File: config.mk
export PLATFORM = sky130hd
export DESIGN_NAME = axi_4_lite_master
export DESIGN_NICKNAME = d
export VERILOG_FILES = /design/src/rtl/axi_4_lite_master.sv
export SDC_FILE = /design/constraint.sdc
export NUM_CORES = 1
export LEC_CHECK = 0
export ABC_AREA = 1
export BUFFER_PORTS_ARGS = -buffer_cell sky130_fd_sc_hd__clkbuf_2
export CELL_PAD_IN_SITES_DETAIL_PLACEMENT = 1
export CELL_PAD_IN_SITES_GLOBAL_PLACEMENT = 1
export CORE_MARGIN = 2
export CORE_UTILIZATION = 33
export DETAILED_ROUTE_END_ITERATION = 7
export GPL_TIMING_DRIVEN = 0
export PLACE_DENSITY = 0.81
export SKIP_LAST_GASP = 1
export SYNTH_ARGS = -nofsm -noshare
export SYNTH_HDL_FRONTEND = slang
export SYNTH_SLANG_ARGS = --single-unit
File: constraint.sdc
create_clock -name AXI_ACLK -period 1.85 [get_ports AXI_ACLK]
set_input_delay 0 -clock AXI_ACLK [delete_from_list [all_inputs] [get_ports AXI_ACLK]]
set_output_delay 0 -clock AXI_ACLK [all_outputs]
set_load 0.02 [all_outputs]
File: src/rtl/axi_4_lite_master.sv
// AXI4-lite initiator: turns single core load/store/fetch requests into AR/R or AW/W/B transactions.
// Define AXI_MASTER_TIMEOUT_EN to enable the TIMEOUT_CYCLES watchdog.
module axi_4_lite_master #(
   parameter int         AXI_DATA_WIDTH = 64,
   parameter int         AXI_ADDR_WIDTH = 32,
   parameter logic [2:0] AXI_PROT       = 3'b000,
   parameter int         TIMEOUT_CYCLES = 1024
) (
   input  logic                        AXI_ACLK,
   input  logic                        AXI_ARESETN,
   input  logic                        req_valid,
   output logic                        req_ready,
   input  logic                        req_wen,
   input  logic [AXI_ADDR_WIDTH-1:0]   req_addr,
   input  logic [AXI_DATA_WIDTH-1:0]   req_wdata,
   input  logic [AXI_DATA_WIDTH/8-1:0] req_wstrb,
   output logic                        rsp_valid,
   input  logic                        rsp_ready,
   output logic [AXI_DATA_WIDTH-1:0]   rsp_rdata,
   output logic                        rsp_err,
   output logic [AXI_ADDR_WIDTH-1:0]   AXI_AWADDR,
   output logic [2:0]                  AXI_AWPROT,
   output logic                        AXI_AWVALID,
   input  logic                        AXI_AWREADY,
   output logic [AXI_DATA_WIDTH-1:0]   AXI_WDATA,
   output logic [AXI_DATA_WIDTH/8-1:0] AXI_WSTRB,
   output logic                        AXI_WVALID,
   input  logic                        AXI_WREADY,
   input  logic [1:0]                  AXI_BRESP,
   input  logic                        AXI_BVALID,
   output logic                        AXI_BREADY,
   output logic [AXI_ADDR_WIDTH-1:0]   AXI_ARADDR,
   output logic [2:0]                  AXI_ARPROT,
   output logic                        AXI_ARVALID,
   input  logic                        AXI_ARREADY,
   input  logic [AXI_DATA_WIDTH-1:0]   AXI_RDATA,
   input  logic [1:0]                  AXI_RRESP,
   input  logic                        AXI_RVALID,
   output logic                        AXI_RREADY
);

   localparam int STRB_W = AXI_DATA_WIDTH / 8;

   typedef enum logic [2:0] {
      IDLE         = 3'd0,
      RD_ADDR      = 3'd1,
      RD_DATA      = 3'd2,
      WR_ADDR_DATA = 3'd3,
      WR_RESP      = 3'd4,
      RSP          = 3'd5
   } state_t;

   state_t                      r_state,     w_state_nxt;
   logic                        r_req_ready, w_req_ready_nxt;
   logic                        r_rsp_valid, w_rsp_valid_nxt;
   logic [AXI_DATA_WIDTH-1:0]   r_rsp_rdata, w_rsp_rdata_nxt;
   logic                        r_rsp_err,   w_rsp_err_nxt;
   logic [AXI_ADDR_WIDTH-1:0]   r_awaddr,    w_awaddr_nxt;
   logic                        r_awvalid,   w_awvalid_nxt;
   logic [AXI_DATA_WIDTH-1:0]   r_wdata,     w_wdata_nxt;
   logic [STRB_W-1:0]           r_wstrb,     w_wstrb_nxt;
   logic                        r_wvalid,    w_wvalid_nxt;
   logic                        r_bready,    w_bready_nxt;
   logic [AXI_ADDR_WIDTH-1:0]   r_araddr,    w_araddr_nxt;
   logic                        r_arvalid,   w_arvalid_nxt;
   logic                        r_rready,    w_rready_nxt;
   logic                        r_aw_done,   w_aw_done_nxt;
   logic                        r_w_done,    w_w_done_nxt;

`ifdef AXI_MASTER_TIMEOUT_EN
   localparam int                TO_W    = $clog2(TIMEOUT_CYCLES) + 1;
   localparam logic [TO_W-1:0]   TO_LAST = TO_W'(TIMEOUT_CYCLES - 1);
   logic [TO_W-1:0]              r_to_cnt, w_to_cnt_nxt;
`endif

   // State and every output register; reset drops all handshakes immediately
   always_ff @(posedge AXI_ACLK or negedge AXI_ARESETN) begin
      if (!AXI_ARESETN) begin
         r_state     <= IDLE;
         r_req_ready <= 1'b1;
         r_rsp_valid <= 1'b0;
         r_rsp_rdata <= '0;
         r_rsp_err   <= 1'b0;
         r_awaddr    <= '0;
         r_awvalid   <= 1'b0;
         r_wdata     <= '0;
         r_wstrb     <= '0;
         r_wvalid    <= 1'b0;
         r_bready    <= 1'b0;
         r_araddr    <= '0;
         r_arvalid   <= 1'b0;
         r_rready    <= 1'b0;
         r_aw_done   <= 1'b0;
         r_w_done    <= 1'b0;
`ifdef AXI_MASTER_TIMEOUT_EN
         r_to_cnt    <= '0;
`endif
      end else begin
         r_state     <= w_state_nxt;
         r_req_ready <= w_req_ready_nxt;
         r_rsp_valid <= w_rsp_valid_nxt;
         r_rsp_rdata <= w_rsp_rdata_nxt;
         r_rsp_err   <= w_rsp_err_nxt;
         r_awaddr    <= w_awaddr_nxt;
         r_awvalid   <= w_awvalid_nxt;
         r_wdata     <= w_wdata_nxt;
         r_wstrb     <= w_wstrb_nxt;
         r_wvalid    <= w_wvalid_nxt;
         r_bready    <= w_bready_nxt;
         r_araddr    <= w_araddr_nxt;
         r_arvalid   <= w_arvalid_nxt;
         r_rready    <= w_rready_nxt;
         r_aw_done   <= w_aw_done_nxt;
         r_w_done    <= w_w_done_nxt;
`ifdef AXI_MASTER_TIMEOUT_EN
         r_to_cnt    <= w_to_cnt_nxt;
`endif
      end
   end

   // Next-state and next-output logic
   always_comb begin
      w_state_nxt     = r_state;
      w_req_ready_nxt = r_req_ready;
      w_rsp_valid_nxt = r_rsp_valid;
      w_rsp_rdata_nxt = r_rsp_rdata;
      w_rsp_err_nxt   = r_rsp_err;
      w_awaddr_nxt    = r_awaddr;
      w_awvalid_nxt   = r_awvalid;
      w_wdata_nxt     = r_wdata;
      w_wstrb_nxt     = r_wstrb;
      w_wvalid_nxt    = r_wvalid;
      w_bready_nxt    = r_bready;
      w_araddr_nxt    = r_araddr;
      w_arvalid_nxt   = r_arvalid;
      w_rready_nxt    = r_rready;
      w_aw_done_nxt   = r_aw_done;
      w_w_done_nxt    = r_w_done;
`ifdef AXI_MASTER_TIMEOUT_EN
      w_to_cnt_nxt    = r_to_cnt;
`endif

      case (r_state)
         IDLE: begin
            if (req_valid && r_req_ready) begin
               w_req_ready_nxt = 1'b0;
               if (!req_wen) begin
                  w_araddr_nxt  = req_addr;
                  w_arvalid_nxt = 1'b1;
                  w_state_nxt   = RD_ADDR;
               end else begin
                  w_awaddr_nxt  = req_addr;
                  w_wdata_nxt   = req_wdata;
                  w_wstrb_nxt   = req_wstrb;
                  w_awvalid_nxt = 1'b1;
                  w_wvalid_nxt  = 1'b1;
                  w_aw_done_nxt = 1'b0;
                  w_w_done_nxt  = 1'b0;
                  w_state_nxt   = WR_ADDR_DATA;
               end
            end else begin
               w_state_nxt = IDLE;
            end
         end
         RD_ADDR: begin
            if (AXI_ARREADY) begin
               w_arvalid_nxt = 1'b0;
               w_rready_nxt  = 1'b1;
               w_state_nxt   = RD_DATA;
            end else begin
               w_state_nxt = RD_ADDR;
            end
         end
         RD_DATA: begin
            if (AXI_RVALID && r_rready) begin
               w_rsp_rdata_nxt = AXI_RDATA;
               w_rsp_err_nxt   = (AXI_RRESP != 2'b00);
               w_rready_nxt    = 1'b0;
               w_rsp_valid_nxt = 1'b1;
               w_state_nxt     = RSP;
            end else begin
               w_state_nxt = RD_DATA;
            end
         end
         WR_ADDR_DATA: begin
            // AW and W retire independently; move on once both have completed
            w_aw_done_nxt = r_aw_done | (r_awvalid & AXI_AWREADY);
            w_w_done_nxt  = r_w_done  | (r_wvalid  & AXI_WREADY);
            w_awvalid_nxt = r_awvalid & ~AXI_AWREADY;
            w_wvalid_nxt  = r_wvalid  & ~AXI_WREADY;
            if (w_aw_done_nxt && w_w_done_nxt) begin
               w_aw_done_nxt = 1'b0;
               w_w_done_nxt  = 1'b0;
               w_bready_nxt  = 1'b1;
               w_state_nxt   = WR_RESP;
            end else begin
               w_state_nxt = WR_ADDR_DATA;
            end
         end
         WR_RESP: begin
            if (AXI_BVALID && r_bready) begin
               w_rsp_err_nxt   = (AXI_BRESP != 2'b00);
               w_rsp_rdata_nxt = '0;
               w_bready_nxt    = 1'b0;
               w_rsp_valid_nxt = 1'b1;
               w_state_nxt     = RSP;
            end else begin
               w_state_nxt = WR_RESP;
            end
         end
         RSP: begin
            if (rsp_ready) begin
               w_rsp_valid_nxt = 1'b0;
               w_req_ready_nxt = 1'b1;
               w_state_nxt     = IDLE;
            end else begin
               w_state_nxt = RSP;
            end
         end
         default: begin
            w_state_nxt     = IDLE;
            w_req_ready_nxt = 1'b1;
            w_rsp_valid_nxt = 1'b0;
            w_awvalid_nxt   = 1'b0;
            w_wvalid_nxt    = 1'b0;
            w_bready_nxt    = 1'b0;
            w_arvalid_nxt   = 1'b0;
            w_rready_nxt    = 1'b0;
            w_aw_done_nxt   = 1'b0;
            w_w_done_nxt    = 1'b0;
         end
      endcase

`ifdef AXI_MASTER_TIMEOUT_EN
      // Watchdog overrides any pending handshake and forces an error response
      if (r_state == IDLE) begin
         if (req_valid && r_req_ready) begin
            w_to_cnt_nxt = '0;
         end else begin
            w_to_cnt_nxt = r_to_cnt;
         end
      end else if (r_state == RD_ADDR || r_state == RD_DATA ||
                   r_state == WR_ADDR_DATA || r_state == WR_RESP) begin
         if (r_to_cnt == TO_LAST) begin
            w_arvalid_nxt   = 1'b0;
            w_rready_nxt    = 1'b0;
            w_awvalid_nxt   = 1'b0;
            w_wvalid_nxt    = 1'b0;
            w_bready_nxt    = 1'b0;
            w_aw_done_nxt   = 1'b0;
            w_w_done_nxt    = 1'b0;
            w_rsp_err_nxt   = 1'b1;
            w_rsp_rdata_nxt = '0;
            w_rsp_valid_nxt = 1'b1;
            w_state_nxt     = RSP;
         end else begin
            w_to_cnt_nxt = r_to_cnt + {{(TO_W-1){1'b0}}, 1'b1};
         end
      end else begin
         w_to_cnt_nxt = r_to_cnt;
      end
`endif
   end

   assign req_ready   = r_req_ready;
   assign rsp_valid   = r_rsp_valid;
   assign rsp_rdata   = r_rsp_rdata;
   assign rsp_err     = r_rsp_err;
   assign AXI_AWADDR  = r_awaddr;
   assign AXI_AWPROT  = AXI_PROT;
   assign AXI_AWVALID = r_awvalid;
   assign AXI_WDATA   = r_wdata;
   assign AXI_WSTRB   = r_wstrb;
   assign AXI_WVALID  = r_wvalid;
   assign AXI_BREADY  = r_bready;
   assign AXI_ARADDR  = r_araddr;
   assign AXI_ARPROT  = AXI_PROT;
   assign AXI_ARVALID = r_arvalid;
   assign AXI_RREADY  = r_rready;

endmodule

==> results.yml <==
status:
  status: "finished clean"
timing:
  setup_viol: 0
  hold_viol: 0
  slew_viol_final: 0
  post-route-period-util_pct: 96.8
  fin_worst_skew_ps: 10.9
  post-route-min-period_ps: 1790
  rsz0062_at_grt: "true"
  max_slew_margin_pct: 63.4
  hold_slack_ps: 48.2
  fmax_ghz: 0.559
  worst_pin_slew_ps: 549
yosys:
  synth_cell_types: 21
  synth_cells: 980
  ys_warn_count: 0
  synthesis.area_um2: 8630
  ys_seq_area_share_pct: 61.8
  syn_avg_cell_area_um2: 8.80
  synth_top_area_cell: "dfrtp_1"
  synth_top_area_share_pct: 61.5
  ys_ff_latch: 213
  netlist_top_cells_area: "dfrtp_1, nand2_1, nand4_1, nand3_1, o21ai_0"
pwr:
  p_sw_mw: 10.6
  p_comb_share_pct: 45.3
  powerDensity_nw_per_um2: 1680
  power_mw: 23.2
  irDropWorstVdd_mv: 0.973
  p_leak_nw: 7.82
  power_switching_share_pct: 45.7
  power.internal_mw: 12.6
  p_clk_share_pct: 19.6
  seq_power_share_pct: 35.0
clock_tree:
  cts_root_buf: "clkbuf_16"
  clk_path_buf_depth: 3
  cts.sinks: 213
  cts_inserted_buffers: 24
  cts_tree: "yes"
  h-tree-depth: 1
  path_clk_slew_ps: 60
  clock_latency_ps: 510
floorplanning:
  rows: 59
  io_pins: 396
  start_util_pct: 33.4
  fp.dieW_um: 166
  dieArea_um2: 27400
  core_region_area_um2: 25800
  die_h_um: 166
routing:
  totalWireLength_um: 41500
  vias: 9746
  wire_per_inst_um: 21.4
  postRouteAntennaNets: 0
  vias_per_cell: 5.02
  drt_iter0_drc: 485
  drt_pass1_iterations: 4
  post-route-drc-count: 0
critical_path:
  crit_buf_inv: 2
  r2r_start: "r_state[0]"
  crit_fanout: 10
  slowest_stage: "dfrtp_2"
  cp_cell_sequence: "nor2_4 > nand2_4 > nor2_4 > nand2_4 > buf_6 > buf_4 > nand2_2 > nand2_1"
  crit_path_start: "r_state[0]"
  startpoint_type: "flop"
  required_ps: 2230
  slowest_delay_ps: 430
  cp.arrival_ps: 2170
  worstSetupPathType: "flop to flop"
  crit_path_end_kind: "flop"
  crit_family: "simple AND/OR/NAND/NOR gates"
job:
  drv_cap: 0
placed_design:
  dp_cells: 1711
  hpwl_um: 23800
  gp_congestion: 0.825
  port_buffers: 389
finish:
  nFillCells: 3064
  instances_no_fill: 1942
  drive_gt1_share_pct: 30.8
  area_delta_synth_final_pct: 59.7
  final_nets: 1770
grt:
  antenna_found_initial: 6
  grt_pass1_wl_um: 64400
  overflow: 0
  grt.total_usage_pct: 29.6
  grt_max_degree: 91
  first_global_vias: 11165
min_path:
  holdCritPathClass: "input port to async pin"
per-stage QoR:
| step | setup slack (ps) | util [%] | setup TNS (ps) | cell area [um^2] |
|---|---|---|---|---|
| floorplan | 331 | - | 0 | 8640 |
| detailed placement | -145 | 42.9 | -4710 | 11100 |
| finish | 59.6 | 53.3 | 0 | 13800 |
| global route | -31.3 | 53.3 | -120 | 13800 |
| CTS | -18.1 | 52.8 | -24.0 | 13600 |
| global placement | -3630 | 42.6 | -765930 | 11000 |
final timing paths:
kind	end	slack, ps	depth (start not counted)
worst max-delay path	AXI_WDATA[58]	60	8
worst min-delay path	rsp_rdata[43]	50	2
worst max register to register	AXI_WDATA[58]	60	8
worst min register to register	rsp_rdata[57]	470	2
max in group asynchronous	rsp_rdata[16]	930	3
min in group AXI_ACLK	AXI_AWVALID	50	5
layer usage:
metal  global-route usage, %  vias to the layer above  share of wire (%)
met5                       0                        -              0.026
met4                    15.8                        2                5.6
met3                    8.58                      152                7.9
met2                    52.0                      504                 50
met1                    32.3                     4784                 36
li1                        -                     4304                  -
cells in the final DEF, fill, tap and decap left out, types with 6 or more instances in the layout:
| master | Yosys | final |
|---|---|---|
| buf_2 | 18 | 12 |
| buf_4 | 7 | 17 |
| buf_6 | 12 | 7 |
| clkbuf_1 | 27 | 21 |
| clkbuf_16 | 0 | 25 |
| clkbuf_2 | 0 | 401 |
| conb_1 | 1 | 6 |
| dfrtp_1 | 212 | 210 |
| dlygate4sd3_1 | 0 | 181 |
| inv_1 | 25 | 25 |
| nand2_1 | 517 | 513 |
| nand3_1 | 34 | 34 |
| nand4_1 | 67 | 67 |
| nor2_1 | 18 | 18 |
| o21ai_0 | 28 | 24 |
timing repair:
item	4_1_cts	5_1_grt
endpoints found under the hold margin	425	0
setup buffers	2	5
pin swaps	1	3
gates resized for setup	5	54
hold buffers	181	0
endpoints found under the setup margin	150	186
cloned	0	1
worst register-to-register path, cell delays in order (launching register included):
cell and delay, ps:
dfrtp_2 430, nor2_4 190, nand2_4 110, nor2_4 240, nand2_4 150, buf_6 190
buf_4 190, nand2_2 90, nand2_1 90
sequential cells by signal, indices dropped and copies added (netlist names), 3 cells and up:
name and cells:
AXI_WDATA 64, rsp_rdata 64, AXI_ARADDR 32, AXI_AWADDR 32, AXI_WSTRB 8, r_state 3
logic make-up after synthesis:
kind of cell	Yosys count	synth area share [%]
compound gates	30	1.74
other cells	1	0.0435
flops	213	61.8
buf+inv	93	5.66
simple gates	643	30.8
power groups by stage:
| stage | Sequential, mW | Clock (mW) | Combinational (mW) |
|---|---|---|---|
| floorplan | 10.2 | 0 | 3.23 |
| global placement | 7.82 | 0 | 9.17 |
| detailed placement | 7.90 | 0 | 9.45 |
| CTS | 7.89 | 4.62 | 9.84 |
| global route | 8.30 | 4.83 | 11.3 |
| finish | 8.12 | 4.55 | 10.5 |
synthesized netlist by cell type, drive strengths merged:
library cell and count:
nand2 519, dfrtp 212, nand4 67, buf 37
nand3 34, inv 29, o21ai 28, clkbuf 27
nor2 20, a21oi 2, nand3b 2, conb 1
dfstp 1, nor3 1
final cells by class:
cell class              count  area [um^2]  share of cell area, %
plain buffers              61          443                   3.22
diodes                      5         12.5                 0.0909
inverters                  29          114                  0.827
multi-input cells         680         2850                   20.7
clock buffers              39          718                   5.21
flip-flops and latches    213         5330                   38.7
well taps                 335          419                   3.04
repair buffers            579         3870                   28.1
clock inverters             1         5.00                 0.0363
Note: power is estimated with default switching activity, not from simulation.
